--- src/rtl/sevenseg_scan_driver.sv ---
// Time-multiplexed driver for N active-low seven-segment digits with per-frame input snapshot.
// Define SEVSEG_LZB_EN to enable leading-zero blanking.
module sevenseg_scan_driver #(
    parameter int unsigned N_DIGITS    = 8,
    parameter int unsigned REFRESH_DIV = 100000
) (
    input  logic                  clk,
    input  logic                  reset,
    input  logic [4*N_DIGITS-1:0] value,
    input  logic                  hex_trigger,
    input  logic [N_DIGITS-1:0]   digit_en,
    input  logic [N_DIGITS-1:0]   dp_in,
    output logic [6:0]            sevenSeg,
    output logic                  DP,
    output logic [N_DIGITS-1:0]   AN,
    output logic                  frame_done
);

    localparam int unsigned TICK_W = (REFRESH_DIV > 1) ? $clog2(REFRESH_DIV) : 1;
    localparam int unsigned IDX_W  = (N_DIGITS > 1) ? $clog2(N_DIGITS) : 1;
    localparam logic [TICK_W-1:0] TICK_LAST = TICK_W'(REFRESH_DIV - 1);
    localparam logic [IDX_W-1:0]  IDX_LAST  = IDX_W'(N_DIGITS - 1);

    logic [TICK_W-1:0]     tick_cnt;
    logic [IDX_W-1:0]      idx;
    logic [4*N_DIGITS-1:0] snap_value;
    logic                  snap_hex;
    logic [N_DIGITS-1:0]   snap_en;
    logic [N_DIGITS-1:0]   snap_dp;
    logic                  load_pending;

    logic                  slot_end;
    logic                  frame_end;
    logic [3:0]            digit_nib;
    logic                  digit_lit;
    logic [6:0]            seg_next;
    logic                  dp_next;
    logic [N_DIGITS-1:0]   an_next;

    function automatic logic [6:0] seg_decode(input logic [3:0] nib, input logic hex_mode);
        logic [6:0] seg;
        case (nib)
            4'h0: seg = 7'b0000001;
            4'h1: seg = 7'b1001111;
            4'h2: seg = 7'b0010010;
            4'h3: seg = 7'b0000110;
            4'h4: seg = 7'b1001100;
            4'h5: seg = 7'b0100100;
            4'h6: seg = 7'b0100000;
            4'h7: seg = 7'b0001111;
            4'h8: seg = 7'b0000000;
            4'h9: seg = 7'b0000100;
            4'hA: seg = 7'b0001000;
            4'hB: seg = 7'b1100000;
            4'hC: seg = 7'b0110001;
            4'hD: seg = 7'b1000010;
            4'hE: seg = 7'b0110000;
            default: seg = 7'b0111000;
        endcase
        // Non-decimal nibbles in BCD mode show a lone G segment as an error mark
        if (!hex_mode && nib > 4'd9) begin
            seg = 7'b1111110;
        end
        return seg;
    endfunction

    always_comb begin
        slot_end  = (tick_cnt == TICK_LAST);
        frame_end = slot_end && (idx == IDX_LAST);
    end

    always_ff @(posedge clk or posedge reset) begin
        if (reset) begin
            tick_cnt <= '0;
            idx      <= '0;
        end else if (slot_end) begin
            tick_cnt <= '0;
            idx      <= (idx == IDX_LAST) ? '0 : idx + 1'b1;
        end else begin
            tick_cnt <= tick_cnt + 1'b1;
        end
    end

    // Inputs are captured once per frame (and once right after reset) so a frame never tears
    always_ff @(posedge clk or posedge reset) begin
        if (reset) begin
            snap_value   <= '0;
            snap_hex     <= 1'b0;
            snap_en      <= '0;
            snap_dp      <= '0;
            load_pending <= 1'b1;
        end else begin
            if (load_pending || frame_end) begin
                snap_value <= value;
                snap_hex   <= hex_trigger;
                snap_en    <= digit_en;
                snap_dp    <= dp_in;
            end
            load_pending <= 1'b0;
        end
    end

    always_comb begin
        digit_nib = snap_value[{idx, 2'b00} +: 4];
    end

`ifdef SEVSEG_LZB_EN
    logic [N_DIGITS-1:0] blank;

    // Walk down from the top digit; a nonzero nibble or a requested DP ends the blank run
    always_comb begin
        logic        scanning;
        int unsigned k;
        blank    = '0;
        scanning = 1'b1;
        k        = 0;
        for (int unsigned i = 1; i < N_DIGITS; i++) begin
            k = N_DIGITS - i;
            if (scanning && (snap_value[4*k +: 4] == 4'h0) && !snap_dp[k]) begin
                blank[k] = 1'b1;
            end else begin
                scanning = 1'b0;
            end
        end
    end

    always_comb begin
        digit_lit = snap_en[idx] && !blank[idx];
    end
`else
    always_comb begin
        digit_lit = snap_en[idx];
    end
`endif

    always_comb begin
        seg_next = 7'b1111111;
        dp_next  = 1'b1;
        an_next  = '1;
        if (digit_lit) begin
            seg_next     = seg_decode(digit_nib, snap_hex);
            dp_next      = ~snap_dp[idx];
            an_next[idx] = 1'b0;
        end
    end

    always_ff @(posedge clk or posedge reset) begin
        if (reset) begin
            sevenSeg   <= 7'b1111111;
            DP         <= 1'b1;
            AN         <= '1;
            frame_done <= 1'b0;
        end else begin
            sevenSeg   <= seg_next;
            DP         <= dp_next;
            AN         <= an_next;
            frame_done <= frame_end;
        end
    end

endmodule

--- config.mk ---
export PLATFORM = sky130hd
export DESIGN_NAME = sevenseg_scan_driver
export DESIGN_NICKNAME = d
export VERILOG_FILES = /design/src/rtl/sevenseg_scan_driver.sv
export SDC_FILE = /design/constraint.sdc
export NUM_CORES = 1
export LEC_CHECK = 0
export CAP_MARGIN = 0
export CORE_MARGIN = 2
export CORE_UTILIZATION = 48
export DETAILED_ROUTE_END_ITERATION = 10
export GPL_TIMING_DRIVEN = 0
export HOLD_SLACK_MARGIN = 0.1
export PLACE_DENSITY_LB_ADDON = 0.1
export SLEW_MARGIN = 20
export SYNTH_ARGS = -nofsm -noshare
export SYNTH_HDL_FRONTEND = slang
export SYNTH_SLANG_ARGS = --single-unit
--- constraint.sdc ---
create_clock -name clk -period 2.55 [get_ports clk]
set_input_delay 0.51 -clock clk [delete_from_list [all_inputs] [get_ports clk]]
set_output_delay 0.51 -clock clk [all_outputs]
set_load 0.02 [all_outputs]
==> impl_results.md, run 1 <==
* Max incr delay on CP at 0.40 ns
* Post-synth cell types at 48
* Hold WC Path Type: register to register
* Antenna cells at 0
* WL/cell at 16.1 µm
* Nets at 445
* First-pass GRT wire length at 12.9 mm
* Pleak at 0.00215 µW
* Reg power frac at 0.520
* P per Cell Area at 578 mW/mm²
* Worst reg2reg path startpoint: idx[0]
* Crit path kind: register to register
* Final Instance Area at 0.00512 mm²
* Switch Pwr at 709 µW
* Largest net degree at the start of global routing at 34
* Clock Skews at 0.0149 ns
* Seq cells post-synth at 87
* Core area at 0.00818 mm²
* Post-synth top area share at 0.435
* DR DRC count at 0
* H-tree Lvls at 3
* Sw Ratio at 0.239
* # rows at 33
* Antenna violations before repair at 0
* Flop2flop setup slack at 0.23 ns
* Drt first pass iters at 4
* Final WL at 7.97 mm
* Gr ovfl total at 0
* Hold wc startpoint: snap_en[4]
* Syn_nets at 364
* Crit. End Element: register
* Filler cell count at 688
* # clock sinks at 87
* Synth-to-layout area growth at 27.3%
* Maximum achievable frequency at 0.430 GHz
* Slowest CP cell: dfrtp_1
* Ordered list of cells on the worst path: buf_6 > nor2b_1 > a221oi_2 > o22ai_2 > inv_2 > ha_2 > o21ai_0 > a21oi_2 > o311ai_0
* Hold depth at 1
* Crit share post-route at 0.911
* CP Launch Type: register
* Warnings, synthesis at 0
* Post-synth EDFFs at 0
* Worst-Skew Late Latency at 0.37 ns
* Cells after synthesis at 303
* Worst-path fanout max at 10
* Dpl cells at 477
* Bufs on Longest Clock Path at 2
* Final min period at 2.32 ns
* DR iter-0 viols at 109
* Dominant cell type by area after synthesis: dfrtp_1
* Clock transition at path regs at 0.09 ns
* DP HPWL at 5.65 mm
* Peak VDD IR at 0.272 mV
* Largest cells by area after synthesis: dfrtp_1 (44%), mux2_2 (13%), dfstp_2 (11%)
* Vias in the first global route at 2,614
* Post-Syn Area at 0.00402 mm²
* P_int at 2250 µW
* Setup violators final at 0
* TritonCTS clock tree: yes
* Comb pwr share at 0.148
* CP delay by family, top: compound AO/OA/AOI/OAI gates
* Vias at 2,601
* Fin cells at 494
* Number of max-cap violations at 0
* Die width at 95.6 µm
* Final hold vios at 0
* WP data required at 2.81 ns
* Ys flop type: dfrtp_1
* Die Area at 0.00913 mm²
* CTS Buf Count at 9
* Commonest non-fill, non-tap cells in the layout: dfrtp_1 (70), clkdlybuf4s50_1 (67), mux2_2 (46)
* ANT nets after route at 0
* Hold buffers post-CTS at 0
* Worst Hold Endpoint: AN[4]
* GRT Overall Usage at 0.192
* I/O Buffers at 67
* Starting Density at 0.492
* Final Max Slew Viols at 0
* Dpl cell area at 0.00487 mm²
* Layout cells sized above 1 at 0.308
* Cell count of the worst reg-to-reg path at 9
* Drt via density at 5.27
* WP buf/inv at 2
* Arr. time, crit path at 2.58 ns
* Status: complete, no violations
* Post-synthesis sequential area ratio at 0.546
* Die height at 95.6 µm
* Clock Power Share at 0.332
* Root Buffer: clkbuf_8
* Total Power at 2960 µW
* Relative slew margins at 0.603
* Most common cell after layout, fill and taps aside: dfrtp_1
* Syn Area/Cell at 13.3 µm²
* Async S/R FF share, synth at 1.00
* FF-to-FF End: sevenSeg[4]
* Tightest Pin Transition at 0.594 ns
* # IOs at 68
* Routability cong. at 0.878
## repair_timing
action | CTS | global route
setup endpoints to repair | 7 | 7
gates resized for setup | 6 | 7
pin swaps | 1 | 2
setup buffers | 0 | 1
## how the worst max path moves through the flow
stage | start | endpoint | slack (ns) | cells past startpoint
2_1_floorplan | idx[1] | sevenSeg[4] | 0.27 | 8
3_3_place_gp | idx[2] | sevenSeg[4] | -0.30 | 9
3_5_place_dp | idx[2] | sevenSeg[4] | -0.34 | 9
4_1_cts | idx[1] | sevenSeg[4] | 0.01 | 9
5_1_grt | idx[1] | sevenSeg[4] | -0.005 | 9
6_report | idx[0] | sevenSeg[4] | 0.23 | 9
## Yosys cell counts (all sizes together), types with 3 or more instances
cell type  count
a21oi          4
mux4           6
o21ai          5
mux2          56
buf           12
nand3         16
and3           3
xor2           7
ha            10
nand2         14
nor2b          5
nor3           4
mux2i          6
dfstp         17
nand4          6
nor2          19
xnor2          8
dfrtp         70
inv            7
## registers in the layout, indices dropped and copies added, names as in the netlist
signal,count
idx,3
load_pending,1
snap_dp,8
snap_en,8
snap_value,32
AN,8
DP,1
snap_hex,1
tick_cnt,17
frame_done,1
sevenSeg,7
## power groups by stage
stage | logic (µW) | clock network (µW) | registers (µW)
after CTS | 437 | 1010 | 1540
after detailed placement | 432 | 0 | 1570
after global placement | 418 | 0 | 1560
after global routing | 478 | 1080 | 1550
final | 438 | 985 | 1540
after floorplan | 232 | 0 | 1580
## cell type report
type                            instances  area (µm²)  area share
Buffer                                 14        95.1      0.0186
Clock buffer                           13         159      0.0310
Clock inverter                          3        42.5     0.00830
Inverter                                7        30.0     0.00586
Multi-Input combinational cell        195        1750       0.341
Sequential cell                        87        2200       0.429
Tap cell                              105         131      0.0256
Timing Repair Buffer                   70         718       0.140
## through the flow
stage          hold slack, ns  setup TNS [ns]  utilization  worst slack (ns)
2_1_floorplan           0.402               0            -             0.272
3_3_place_gp            0.429           -1.65        0.591            -0.304
3_5_place_dp            0.434           -1.87        0.596            -0.337
4_1_cts                 0.443               0        0.623            0.0117
5_1_grt                 0.473        -0.00532        0.627          -0.00532
6_report                0.445               0        0.627             0.226
## layer usage
layer | track usage | part of all wire | up-vias
li1 | - | - | 1241
met1 | 0.254 | 0.46 | 1285
met2 | 0.305 | 0.47 | 61
met3 | 0.0553 | 0.047 | 14
met4 | 0.0607 | 0.017 | 0
met5 | 0 | 0 | -
## cell families after synthesis
logic type	share of synthesized area
flip-flops	0.546
AND/OR/NAND/NOR	0.0939
multiplexers	0.218
AO/OA/AOI/OAI	0.0501
buffers and inverters	0.0274
XOR/XNOR	0.0327
adder cells (fa/ha/maj)	0.0311
other	0.000932
## worst register-to-register path, delay by kind of cell (launching register included)
kind                       cells  cell delay (ns)
buffers and inverters          2             0.26
AOI/OAI and AO/OA              5             0.93
adders and majority gates      1             0.23
DFF                            1             0.40
and+or+nand+nor                1             0.38
Note: power is estimated with default switching activity, not from simulation.
==> inputs of run 2 (changes only) <==
CORE_UTILIZATION = 55   (was 48)
SKIP_CTS_REPAIR_TIMING = 1   (was default)
SLEW_MARGIN = default   (was 20)
clock period = 2.9 ns   (was 2.55 ns; I/O delays follow)
==> run 2 against run 1 <==
Net effect:
- via count grew 0.12%
- flip-flop and latch count is the same
- critical path type unchanged
- sequential power shrank 12%
- total power shrank 9.8%
- worst hold slack lost 0.019 ns
- highest routed layer unchanged
- cell area shrank 0.71%
- die area shrank 12%
- cell count shrank 1.6%
==> impl_results.md, run 2 (synthesized netlist as in run 1, its figures left out) <==
* Regs by FF count: snap_value (32), tick_cnt (17)
* # rows at 31 (-6.1%)
* Util after Layout at 0.709 (+0.0823)
* Core area at 0.00718 mm² (-12%)
* Final WL at 7.87 mm (-1.3%)
* Die width at 89.5 µm (-6.3%)
* Drt first pass iters at 4 (unchanged)
* First-pass GRT wire length at 12.5 mm (-2.7%)
* Hold WC Path Type: register to register
* Die height at 89.5 µm (-6.3%)
* Sw Ratio at 0.236 (-0.00314)
* Cell count of the worst reg-to-reg path at 9 (unchanged)
* Maximum achievable frequency at 0.372 GHz (-14%)
* H-tree Lvls at 3 (unchanged)
* Gr ovfl total at 0 (unchanged)
* Nets at 443 (-0.45%)
* Worst-Skew Late Latency at 0.35 ns (-0.02 ns)
* Number of max-cap violations at 0 (unchanged)
* Top reg by flops: snap_value
* Largest register FFs at 32 (unchanged)
* Layout cells sized above 1 at 0.295 (-0.0139)
* Vias in the first global route at 2,554 (-2.3%)
* Die Area at 0.00802 mm² (-12%)
* GRT Overall Usage at 0.209 (+0.0180)
* ANT nets after route at 0 (unchanged)
* Antenna cells at 0 (unchanged)
* Worst reg2reg path startpoint: idx[2]
* Reg power frac at 0.507 (-0.013)
* Routability cong. at 0.794 (-9.6%)
* Worst Hold Endpoint: AN[4]
* Clock Power Share at 0.352 (+0.020)
* Setup violators final at 0 (unchanged)
* Final hold vios at 0 (unchanged)
* Comb pwr share at 0.141 (-0.007)
* WL/cell at 16.2 µm (+0.35%)
* TritonCTS clock tree: yes
* Peak VDD IR at 0.271 mV (-0.27%)
* Commonest non-fill, non-tap cells in the layout: dfrtp_1 (70), clkdlybuf4s50_1 (67), mux2_2 (46)
* DR iter-0 viols at 91 (-17%)
* Largest net degree at the start of global routing at 54 (+59%)
* Most common cell after layout, fill and taps aside: dfrtp_1
* Synth-to-layout area growth at 26.4%
* Filler cell count at 510 (-26%)
* Clock Skews at 0.0100 ns (-0.00487 ns)
* Vias at 2,604 (+0.12%)
* Pleak at 0.00215 µW (-0.21%)
* Fin cells at 486 (-1.6%)
* Hold wc startpoint: snap_en[4]
* Crit path kind: register to register
* DR DRC count at 0 (unchanged)
* # IOs at 68 (unchanged)
* Crit share post-route at 0.927 (+0.0160)
* WP data required at 3.14 ns (+0.33 ns)
* FF-to-FF End: sevenSeg[4]
* Arr. time, crit path at 2.93 ns (+0.35 ns)
* CP Launch Type: register
* Status: complete, no violations
* DP HPWL at 5.51 mm (-2.4%)
* Root Buffer: clkbuf_8
* P_int at 2040 µW (-9.4%)
* Drt via density at 5.36 (+1.8%)
* Clock transition at path regs at 0.09 ns (about the same)
* CTS Buf Count at 9 (unchanged)
* Dpl cells at 470 (-1.5%)
* Final Max Slew Viols at 0 (unchanged)
* Hold depth at 1 (unchanged)
* Flop2flop setup slack at 0.21 ns (-0.02 ns)
* # clock sinks at 87 (unchanged)
* Relative slew margins at 0.594 (-0.00961)
* I/O Buffers at 67 (unchanged)
* Antenna violations before repair at 0 (unchanged)
* Final min period at 2.69 ns (+0.365 ns)
* Worst-path fanout max at 10 (unchanged)
* Switch Pwr at 631 µW (-11%)
* Tightest Pin Transition at 0.610 ns (+0.0157 ns)
* RSZ-0062 raised after global routing: false
* Crit. End Element: register
* P per Cell Area at 525 mW/mm² (-9.1%)
* Bufs on Longest Clock Path at 2 (unchanged)
* Starting Density at 0.561 (+0.0686)
## run 2: stage by stage
| stage | hold WS, ns | worst slack (ns) | total power, µW | TNS [ns] | instance area (µm²) |
|---|---|---|---|---|---|
| after floorplan | 0.402 | 0.0979 | 1590 | 0 | 4020 |
| after global placement | 0.418 | -1.24 | 1740 | -92.96 | 4820 |
| after detailed placement | 0.426 | 0.0500 | 1760 | 0 | 4850 |
| after CTS | 0.424 | 0.0138 | 2680 | 0 | 5070 |
| after global routing | 0.453 | 0.0100 | 2790 | 0 | 5090 |
| final | 0.426 | 0.211 | 2670 | 0 | 5090 |
## run 2: how the worst max path moves through the flow
stage / start / endpoint / cells past startpoint
after detailed placement: idx[2] / sevenSeg[4] / 9
after global placement: reset / snap_value[30] / 2
after CTS: idx[2] / sevenSeg[4] / 9
final: idx[2] / sevenSeg[4] / 9
after floorplan: reset / frame_done / 1
after global routing: idx[2] / sevenSeg[4] / 9
## run 2: critical path, cell delays in order (launching register included)
cell and delay [ns]:
dfrtp_1 0.42, buf_2 0.31, buf_1 0.43, a31oi_1 0.18
o22ai_2 0.29, inv_1 0.16, ha_1 0.30, o21ai_0 0.22
a21oi_2 0.13, o311ai_0 0.14
## run 2: area by class of cell
class / count / area, µm² / area share
Clock buffer: 11 / 141 / 0.0278
Clock inverter: 5 / 81.3 / 0.0160
Sequential cell: 87 / 2200 / 0.432
Multi-Input combinational cell: 195 / 1730 / 0.340
Timing Repair Buffer: 68 / 698 / 0.137
Tap cell: 99 / 124 / 0.0243
Buffer: 14 / 83.8 / 0.0165
Inverter: 7 / 28.8 / 0.00566
## run 2: layer usage
metal  global-route usage  wire length [µm]  vias to the layer above
li1                     -                 -                     1230
met1                0.282              3470                     1303
met2                0.339              3970                       60
met3               0.0388               294                       11
met4               0.0814               132                        0
met5                    0                 0                        -
## run 2: power by group through the flow
| stage | logic (µW) | clock network (µW) | registers [µW] |
|---|---|---|---|
| detailed placement | 377 | 0 | 1380 |
| global placement | 365 | 0 | 1370 |
| CTS | 379 | 948 | 1360 |
| global route | 411 | 1010 | 1370 |
| floorplan | 204 | 0 | 1390 |
| finish | 377 | 940 | 1360 |
